`src/rtl/signed_math_pkg.sv`:
```
// Shared helpers for the signed arithmetic block.
//   max_int  - larger of two widths (sizes the adder)
//   sat_max  - largest two's-complement value representable in 'width' bits
//   sat_min  - smallest two's-complement value representable in 'width' bits
package signed_math_pkg;

    function automatic int unsigned max_int(input int unsigned x, input int unsigned y);
        return (x > y) ? x : y;
    endfunction

    function automatic logic signed [63:0] sat_max(input int unsigned width);
        return (64'sd1 <<< (width - 1)) - 64'sd1;
    endfunction

    function automatic logic signed [63:0] sat_min(input int unsigned width);
        return -(64'sd1 <<< (width - 1));
    endfunction

endpackage

```
`src/rtl/signed_saturate.sv`:
```
// Combinational narrowing clamp for two's-complement values.
// Ports:
//   din   in  IN_SIZE   signed value to narrow
//   dout  out OUT_SIZE  din clamped to the OUT_SIZE signed range
//   sat   out 1         dout differs from din (clamping occurred)
// When OUT_SIZE >= IN_SIZE the value always fits: dout is din sign-extended and sat is 0.
module signed_saturate
    import signed_math_pkg::*;
#(
    parameter int unsigned IN_SIZE  = 5,
    parameter int unsigned OUT_SIZE = 4
) (
    input  logic [IN_SIZE-1:0]  din,
    output logic [OUT_SIZE-1:0] dout,
    output logic                sat
);

    if (IN_SIZE > OUT_SIZE) begin : g_clamp
        localparam logic [OUT_SIZE-1:0] MaxVal = OUT_SIZE'(sat_max(OUT_SIZE));
        localparam logic [OUT_SIZE-1:0] MinVal = OUT_SIZE'(sat_min(OUT_SIZE));

        // The value fits exactly when every bit from the output sign position upward matches.
        logic [IN_SIZE-OUT_SIZE:0] upper;
        logic                      fits;

        assign upper = din[IN_SIZE-1:OUT_SIZE-1];
        assign fits  = (upper == '0) || (upper == '1);

        always_comb begin
            dout = din[OUT_SIZE-1:0];
            sat  = 1'b0;
            if (!fits) begin
                sat  = 1'b1;
                dout = din[IN_SIZE-1] ? MinVal : MaxVal;
            end
        end
    end else if (IN_SIZE == OUT_SIZE) begin : g_pass
        assign dout = din;
        assign sat  = 1'b0;
    end else begin : g_extend
        assign dout = {{(OUT_SIZE - IN_SIZE){din[IN_SIZE-1]}}, din};
        assign sat  = 1'b0;
    end

endmodule

```
`src/rtl/signed_math_unit.sv`:
```
// Registered signed arithmetic: saturating sum, exact product and scaled saturating
// product of one operand pair, all presented together one clock after the operands.
// Ports:
//   clk          in  1         rising-edge clock
//   rst          in  1         asynchronous active-high reset, clears all outputs
//   in_valid     in  1         operands valid; output registers load only when high
//   a            in  A_SIZE    signed operand
//   b            in  B_SIZE    signed operand
//   out_valid    out 1         in_valid delayed by one cycle
//   add_out      out S         a+b clamped to S bits
//   add_sat      out 1         add_out was clamped
//   mul_out      out P         exact a*b
//   sat_mul_out  out OUT_SIZE  (a*b)>>>OFFSET clamped to OUT_SIZE bits
//   mul_sat      out 1         sat_mul_out was clamped
module signed_math_unit
    import signed_math_pkg::*;
#(
    parameter int unsigned A_SIZE   = 4,
    parameter int unsigned B_SIZE   = 4,
    parameter int unsigned OFFSET   = 0,
    parameter int unsigned OUT_SIZE = 4,
    localparam int unsigned S = max_int(A_SIZE, B_SIZE),
    localparam int unsigned P = A_SIZE + B_SIZE
) (
    input  logic                clk,
    input  logic                rst,
    input  logic                in_valid,
    input  logic [A_SIZE-1:0]   a,
    input  logic [B_SIZE-1:0]   b,
    output logic                out_valid,
    output logic [S-1:0]        add_out,
    output logic                add_sat,
    output logic [P-1:0]        mul_out,
    output logic [OUT_SIZE-1:0] sat_mul_out,
    output logic                mul_sat
);

    localparam int unsigned Q = P - OFFSET;

    // Adder: one guard bit above S so the sum itself can never wrap.
    logic [S:0] a_add;
    logic [S:0] b_add;
    logic [S:0] sum;

    assign a_add = {{(S + 1 - A_SIZE){a[A_SIZE-1]}}, a};
    assign b_add = {{(S + 1 - B_SIZE){b[B_SIZE-1]}}, b};
    assign sum   = a_add + b_add;

    // Multiplier: the low P bits of the product of P-bit sign-extended operands are
    // the exact signed product, including (-2^(A-1))*(-2^(B-1)).
    logic [P-1:0] a_mul;
    logic [P-1:0] b_mul;
    logic [P-1:0] prod;

    assign a_mul = {{B_SIZE{a[A_SIZE-1]}}, a};
    assign b_mul = {{A_SIZE{b[B_SIZE-1]}}, b};
    assign prod  = a_mul * b_mul;

    // Dropping the low OFFSET bits is an arithmetic shift rounding toward -inf;
    // keeping Q bits loses nothing, so the clamp sees the true shifted value.
    logic [Q-1:0] shifted;

    assign shifted = prod[P-1:OFFSET];

    logic [S-1:0]        add_d;
    logic                add_sat_d;
    logic [OUT_SIZE-1:0] sat_mul_d;
    logic                mul_sat_d;

    signed_saturate #(
        .IN_SIZE  (S + 1),
        .OUT_SIZE (S)
    ) u_add_sat (
        .din  (sum),
        .dout (add_d),
        .sat  (add_sat_d)
    );

    signed_saturate #(
        .IN_SIZE  (Q),
        .OUT_SIZE (OUT_SIZE)
    ) u_mul_sat (
        .din  (shifted),
        .dout (sat_mul_d),
        .sat  (mul_sat_d)
    );

    logic                out_valid_q;
    logic [S-1:0]        add_q;
    logic                add_sat_q;
    logic [P-1:0]        mul_q;
    logic [OUT_SIZE-1:0] sat_mul_q;
    logic                mul_sat_q;

    always_ff @(posedge clk or posedge rst) begin
        if (rst) begin
            out_valid_q <= 1'b0;
        end else begin
            out_valid_q <= in_valid;
        end
    end

    // Results hold their last value while in_valid is low.
    always_ff @(posedge clk or posedge rst) begin
        if (rst) begin
            add_q     <= '0;
            add_sat_q <= 1'b0;
            mul_q     <= '0;
            sat_mul_q <= '0;
            mul_sat_q <= 1'b0;
        end else if (in_valid) begin
            add_q     <= add_d;
            add_sat_q <= add_sat_d;
            mul_q     <= prod;
            sat_mul_q <= sat_mul_d;
            mul_sat_q <= mul_sat_d;
        end
    end

    assign out_valid   = out_valid_q;
    assign add_out     = add_q;
    assign add_sat     = add_sat_q;
    assign mul_out     = mul_q;
    assign sat_mul_out = sat_mul_q;
    assign mul_sat     = mul_sat_q;

endmodule

```
`config.mk`:
```
export PLATFORM = sky130hd
export DESIGN_NAME = signed_math_unit
export DESIGN_NICKNAME = d
export VERILOG_FILES = /design/src/rtl/signed_math_pkg.sv /design/src/rtl/signed_saturate.sv /design/src/rtl/signed_math_unit.sv
export SDC_FILE = /design/constraint.sdc
export NUM_CORES = 1
export LEC_CHECK = 0
export ABC_AREA = 1
export BUFFER_PORTS_ARGS = -buffer_cell sky130_fd_sc_hd__buf_4
export CAP_MARGIN = 20
export CELL_PAD_IN_SITES_DETAIL_PLACEMENT = 2
export CELL_PAD_IN_SITES_GLOBAL_PLACEMENT = 2
export CORE_UTILIZATION = 35
export CTS_BUF_LIST = sky130_fd_sc_hd__clkbuf_4
export CTS_CLUSTER_DIAMETER = 60
export CTS_CLUSTER_SIZE = 10
export DETAILED_ROUTE_END_ITERATION = 8
export PLACE_DENSITY_LB_ADDON = 0.1
export SETUP_SLACK_MARGIN = 0.05
export SKIP_LAST_GASP = 1
export SYNTH_ARGS = -nofsm -noshare
export SYNTH_HDL_FRONTEND = slang
export SYNTH_SLANG_ARGS = --single-unit
```
`constraint.sdc`:
```
create_clock -name clk -period 1.55 [get_ports clk]
set_input_delay 0.155 -clock clk [delete_from_list [all_inputs] [get_ports clk]]
set_output_delay 0.155 -clock clk [all_outputs]
set_load 0.05 [all_outputs]
```
# [Word-level counts from Yosys, hierarchy flattened]
# Index checks and enable logic that the tools add are counted.
[op_classes] order_cmp=0 n_reduce_logical=4 mux=6 bitwise=0 add_sub_neg=1 n_mul=1 shifts=0 eq_ne=2 div_mod_pow=0
[ops] operator="2-to-1 mux 4 bit" count=4
[ops] operator="multiplier 4 x 4 -> 8 bit" count=1
[ops] operator="adder 4 x 4 -> 5 bit" count=1
[ops] operator="equality test 5 bit (second input constant)" count=1
[ops] operator="logical NOT 5 bit" count=1
[ops] operator="equality test 2 bit (second input constant)" count=1
[ops] operator="logical NOT 2 bit" count=1
[ops] operator="logical OR 1 bit" count=2
[ops] operator="2-to-1 mux 1 bit" count=2
[totals] output_inout_bits=19 n_memories=0 in_bits=11 ramBits=0 rom_bits=0 latchBits=0 regBits=19

# [Logic depth before layout (Yosys ltp)]
[logic_depth] word_depth=4 ltp_mapped=22

# [By module]
# Synthesis repeated with hierarchy kept, for this count alone.
[hier_totals] cells_unflattened=220 hier_area_um2=1655.3
[by_module_without_submodules] module="signed_math_unit" area_each_um2=1529.0 cells_per_inst=195 seq_area_each_um2=475.5 n_inst=1
[by_module_without_submodules] module="signed_saturate at u_add_sat" area_each_um2=65.1 cells_per_inst=11 seq_area_each_um2=0.0 n_inst=1
[by_module_without_submodules] module="signed_saturate at u_mul_sat" area_each_um2=61.3 cells_per_inst=14 seq_area_each_um2=0.0 n_inst=1

# [Least setup slack after synthesis]
# OpenSTA, ideal clock, no wires.
[synth_path] kind="input to register" start="input port b[3]" end="register mul_sat_q (netlist: mul_sat)" t_arrival_ps=3283 slack_ps=-1850 path_buffers=0 setup_ps=118 required_time_ps=1432 cell_stages=21 path_cell_list="inv_1 -> or2_2 -> fa_1 -> fa_1 -> inv_1 -> fa_1 -> ha_1 -> inv_1 -> fa_1 -> inv_1 -> nand2_1 -> nand2_1 -> inv_1 -> nand2_1 -> nand2_1 -> nand2_2 -> nand2_1 -> nand2_2 -> nand2_1 -> nand2_1 -> nand2_1"
[synth_between] elab_chain_cells=4 elab_cells_between_ends=5
[synth_lines] element="from (decl)" line_no="signed_math_unit.sv:29" source="input logic [B_SIZE-1:0] b,"
[synth_lines] element="multiplier 4 x 4 -> 8 bit (*)" line_no="signed_math_unit.sv:57" source="assign prod = a_mul * b_mul;"
[synth_lines] element="equality test 5 bit / logical NOT 5 bit (equally long branches)" line_no="signed_saturate.sv:27" source="assign fits = (upper == '0) || (upper == '1);"
[synth_lines] element="logical OR 1 bit (*)" line_no="signed_saturate.sv:27"
[synth_lines] element="2-to-1 mux 1 bit (*)" line_no="signed_saturate.sv:32" source="if (!fits) begin"
[synth_lines] element="to (signal assigned)" line_no="signed_math_unit.sv:116" source="mul_sat_q <= mul_sat_d;"
[synth_lines] element="to (decl)" line_no="signed_math_unit.sv:93" source="logic mul_sat_q;"
# Mark *: on every way between the ends. The rest lies on a longest branch, timed or not.
# A chain may end at the register's enable or synchronous reset.

# [Final worst setup path]
[layout_path] start="input port b[3]" end="register sat_mul_q[0] (netlist: sat_mul_out[0])"
[layout_between] elab_chain_cells=4 elab_cells_between_ends=6
[layout_lines] element="multiplier 4 x 4 -> 8 bit (*)" line_no="signed_math_unit.sv:57"
[layout_lines] element="equality test 5 bit / logical NOT 5 bit (equally long branches)" line_no="signed_saturate.sv:27"
[layout_lines] element="logical OR 1 bit" line_no="signed_saturate.sv:27"
[layout_lines] element="2-to-1 mux 4 bit (*)" line_no="signed_saturate.sv:32"
[layout_lines] element="to (signal assigned)" line_no="signed_math_unit.sv:115" source="sat_mul_q <= sat_mul_d;"
[layout_lines] element="to (decl)" line_no="signed_math_unit.sv:92" source="logic [OUT_SIZE-1:0] sat_mul_q;"
# Marks and branches as above.

==> impl_metrics.py <==
metrics = {
    "synthesis": {
        "synth_top_area_share_pct": 29.7,
        "synth_common_cells": "nand2_1 (64), inv_1 (46), dfrtp_1 (19)",
        "synth-warning-count": 0,
        "ys_ff_latch": 19,
        "async_flop_share_pct": 100,
        "seq_area_frac_synth_pct": 29.7,
        "syn-cell-area_sq_um": 1600,
        "synth_area_leaders": "dfrtp_1 (30%), nand2_1 (15%), ha_1 (13%), fa_1 (13%), inv_1 (11%)",
        "synth_edf_count": 0,
        "synth_most_common_cell": "nand2_1",
        "synth_ff_type": "dfrtp_1",
        "syn_avg_cell_area_sq_um": 7.69,
        "yosysUniqueCellTypes": 21,
        "synth_fp_nets": 246,
        "netlist_instances": 208,
        "synth.largest_area_cell": "dfrtp_1",
    },
    "clock_network": {
        "clk_latency_ns": 0.35,
        "cts_sinks": 19,
        "h-tree-depth": 1,
        "root_buffer": "clkbuf_4",
        "cts_tree": "done",
        "clockBufferDepth": 2,
        "cts.clk_slew.worst_paths_ns": 0.14,
        "numCtsBuffers": 3,
    },
    "floorplanning": {
        "die_w_um": 69.6,
        "die_h_um": 69.6,
        "rows": 24,
        "io_pins": 30,
        "coreArea_sq_um": 4380,
        "start_util_pct": 36.5,
        "die-area_sq_um": 4840,
    },
    "sta": {
        "worst_slew_pin_slew_ns": 0.824,
        "setup_violations": 14,
        "finalSetupTns_ns": -16.65,
        "drv_slew": 0,
        "grt_setup_unrepaired": "true",
        "min_period_ns": 3.52,
        "worst_slack_ns": -1.97,
        "finalClockSkew_ns": 0,
        "max_freq_ghz": 0.284,
        "fin_crit_sh_pct": 227,
        "slew_headroom_pct": 45.0,
        "finalHoldViolations": 0,
    },
    "setup_path": {
        "crit_path_end_kind": "flip-flop",
        "worstSetupPathType": "input pin to flip-flop",
        "r2r_cells": 4,
        "rrSetupSlack_ns": 0.71,
        "startpoint_type": "input pin",
        "timing.rr.start": "sat_mul_out[0]",
        "arrival_ns": 3.77,
        "required_ns": 1.81,
        "r2r-end": "sat_mul_out[0]",
        "setup.worst_path.start": "b[3]",
        "endpoint": "sat_mul_out[0]",
        "crit_path_max_fanout": 3,
    },
    "global_route": {
        "gr-total-overflow": 0,
        "grt_pass1_wl_mm": 12.2,
        "grt_max_degree": 20,
        "antenna_found_initial": 0,
        "grt_pass1_vias": 2109,
        "grt.total_usage_pct": 35.5,
    },
    "routing": {
        "wl_per_cell_um": 27.8,
        "vias": 1779,
        "routed_wl_mm": 8.95,
        "via_per_inst": 5.52,
        "drc": 0,
        "antenna_left": 0,
        "first_iter_violations": 158,
        "first_pass_iters": 4,
    },
    "power_and_ir_drop": {
        "p_leak_nw": 1.33,
        "power_density_nw_per_um2": 1370,
        "ir_drop_mv": 0.641,
    },
    "placement": {
        "routabilityCongestion": 0.815,
        "io_buffer_count": 29,
        "post-place-ws_ns": -2.31,
        "hpwl_mm": 4.90,
    },
    "finish": {
        "multiInputGateArea_sq_um": 1240,
        "diodes": 0,
        "area_growth_pct": 56.7,
        "fin_nets": 309,
        "seqCellArea_sq_um": 475,
        "layout-drive-gt1-share_pct": 45.6,
        "fillers": 449,
    },
    "status": {
        "status": "finished with violations",
        "violations": "negative setup slack",
    },
    "min_path": {
        "hp-class": "input pin to flip-flop",
        "hold_start": "in_valid",
    },
    "run": {
        "drv_cap": 0,
    },
}
## sequential cells by signal (all words and copies together) (netlist names)
register     cells
sat_mul_out      4
out_valid        1
mul_sat          1
add_out          4
mul_out          8
add_sat          1
## how the worst min path moves through the flow
stage                endpoint  cells after the start
2_1_floorplan      add_out[0]                      1
4_1_cts             out_valid                      1
5_1_grt             out_valid                      1
3_3_place_gp       mul_out[2]                      2
3_5_place_dp   sat_mul_out[2]                      2
6_report            out_valid                      1
## through the flow
| step | hold slack (ns) | instance area [sq um] | util [%] | total power [mW] | std cells |
|---|---|---|---|---|---|
| final | 0.0209 | 2500 | 57.1 | 3.44 | 322 |
| after global placement | 0.294 | 2160 | 49.2 | 2.42 | 316 |
| after CTS | 0.0203 | 2350 | 53.7 | 3.08 | 322 |
| after global routing | 0.0283 | 2500 | 57.1 | 3.53 | 322 |
| after detailed placement | 0.336 | 2160 | 49.2 | 2.59 | 316 |
| after floorplan | 0.106 | 1670 | - | 1.85 | 208 |
## cell type report
type / count / share of cell area (%)
Clock inverter: 1 / 0.200
Sequential cell: 19 / 19.0
Timing Repair Buffer: 61 / 19.8
Multi-Input combinational cell: 139 / 49.7
Clock buffer: 3 / 0.899
Tap cell: 52 / 2.60
Inverter: 47 / 7.84
## where the power goes
group | internal (mW) | switching [mW]
clock network | 0.0975 | 0.217
logic | 0.848 | 1.52
registers | 0.639 | 0.118
## critical path, cell delays in order
cell and delay (ns):
buf_12 0.09, inv_12 0.03, or2_4 0.23, fa_1 0.48, fa_1 0.54, inv_2 0.07, fa_2 0.59, ha_4 0.17
inv_4 0.05, fa_2 0.43, inv_2 0.09, nand2_2 0.07, nand2_4 0.09, inv_4 0.05, nand2_4 0.08, nand2_4 0.06
nand2_4 0.10, nand2_4 0.08, nand3_4 0.08, nand2_1 0.09, inv_1 0.08, nand2_1 0.07
## cell usage in the layout, fill, tap and decap left out, types with 4 or more instances in the layout
| cell type | n |
|---|---|
| nand2_2 | 10 |
| nor2_1 | 4 |
| buf_6 | 6 |
| buf_4 | 53 |
| nand2_4 | 8 |
| nand3_2 | 5 |
| ha_1 | 10 |
| dfrtp_1 | 19 |
| inv_2 | 4 |
| ha_4 | 6 |
| nand3_1 | 6 |
| nand2_1 | 50 |
| fa_1 | 7 |
| inv_1 | 38 |
## per-layer routing
metal | GRT usage, % | vias up | share of wire (%)
met2 | 70.0 | 85 | 55
li1 | - | 746 | -
met4 | 20.0 | 0 | 7.0
met3 | 6.54 | 45 | 5.0
met1 | 33.7 | 903 | 33
met5 | 0 | - | 0
## cells by family after synthesis
kind of cell               share of synthesized area, %
AOI/OAI and AO/OA                                  3.13
and+or+nand+nor                                    26.4
adders and majority gates                          25.8
xor gates and xnor gates                           2.74
buffers and inverters                              12.2
DFF                                                29.7
## repair_timing
item / in CTS / in global routing
hold buffers: 1 / 0
setup buffers: 3 / 2
hold endpoints to repair: 19 / 0
endpoints found under the setup margin: 16 / 16
pin swaps: 22 / 19
gates resized for setup: 38 / 32
Note: power is estimated with default switching activity, not from simulation.
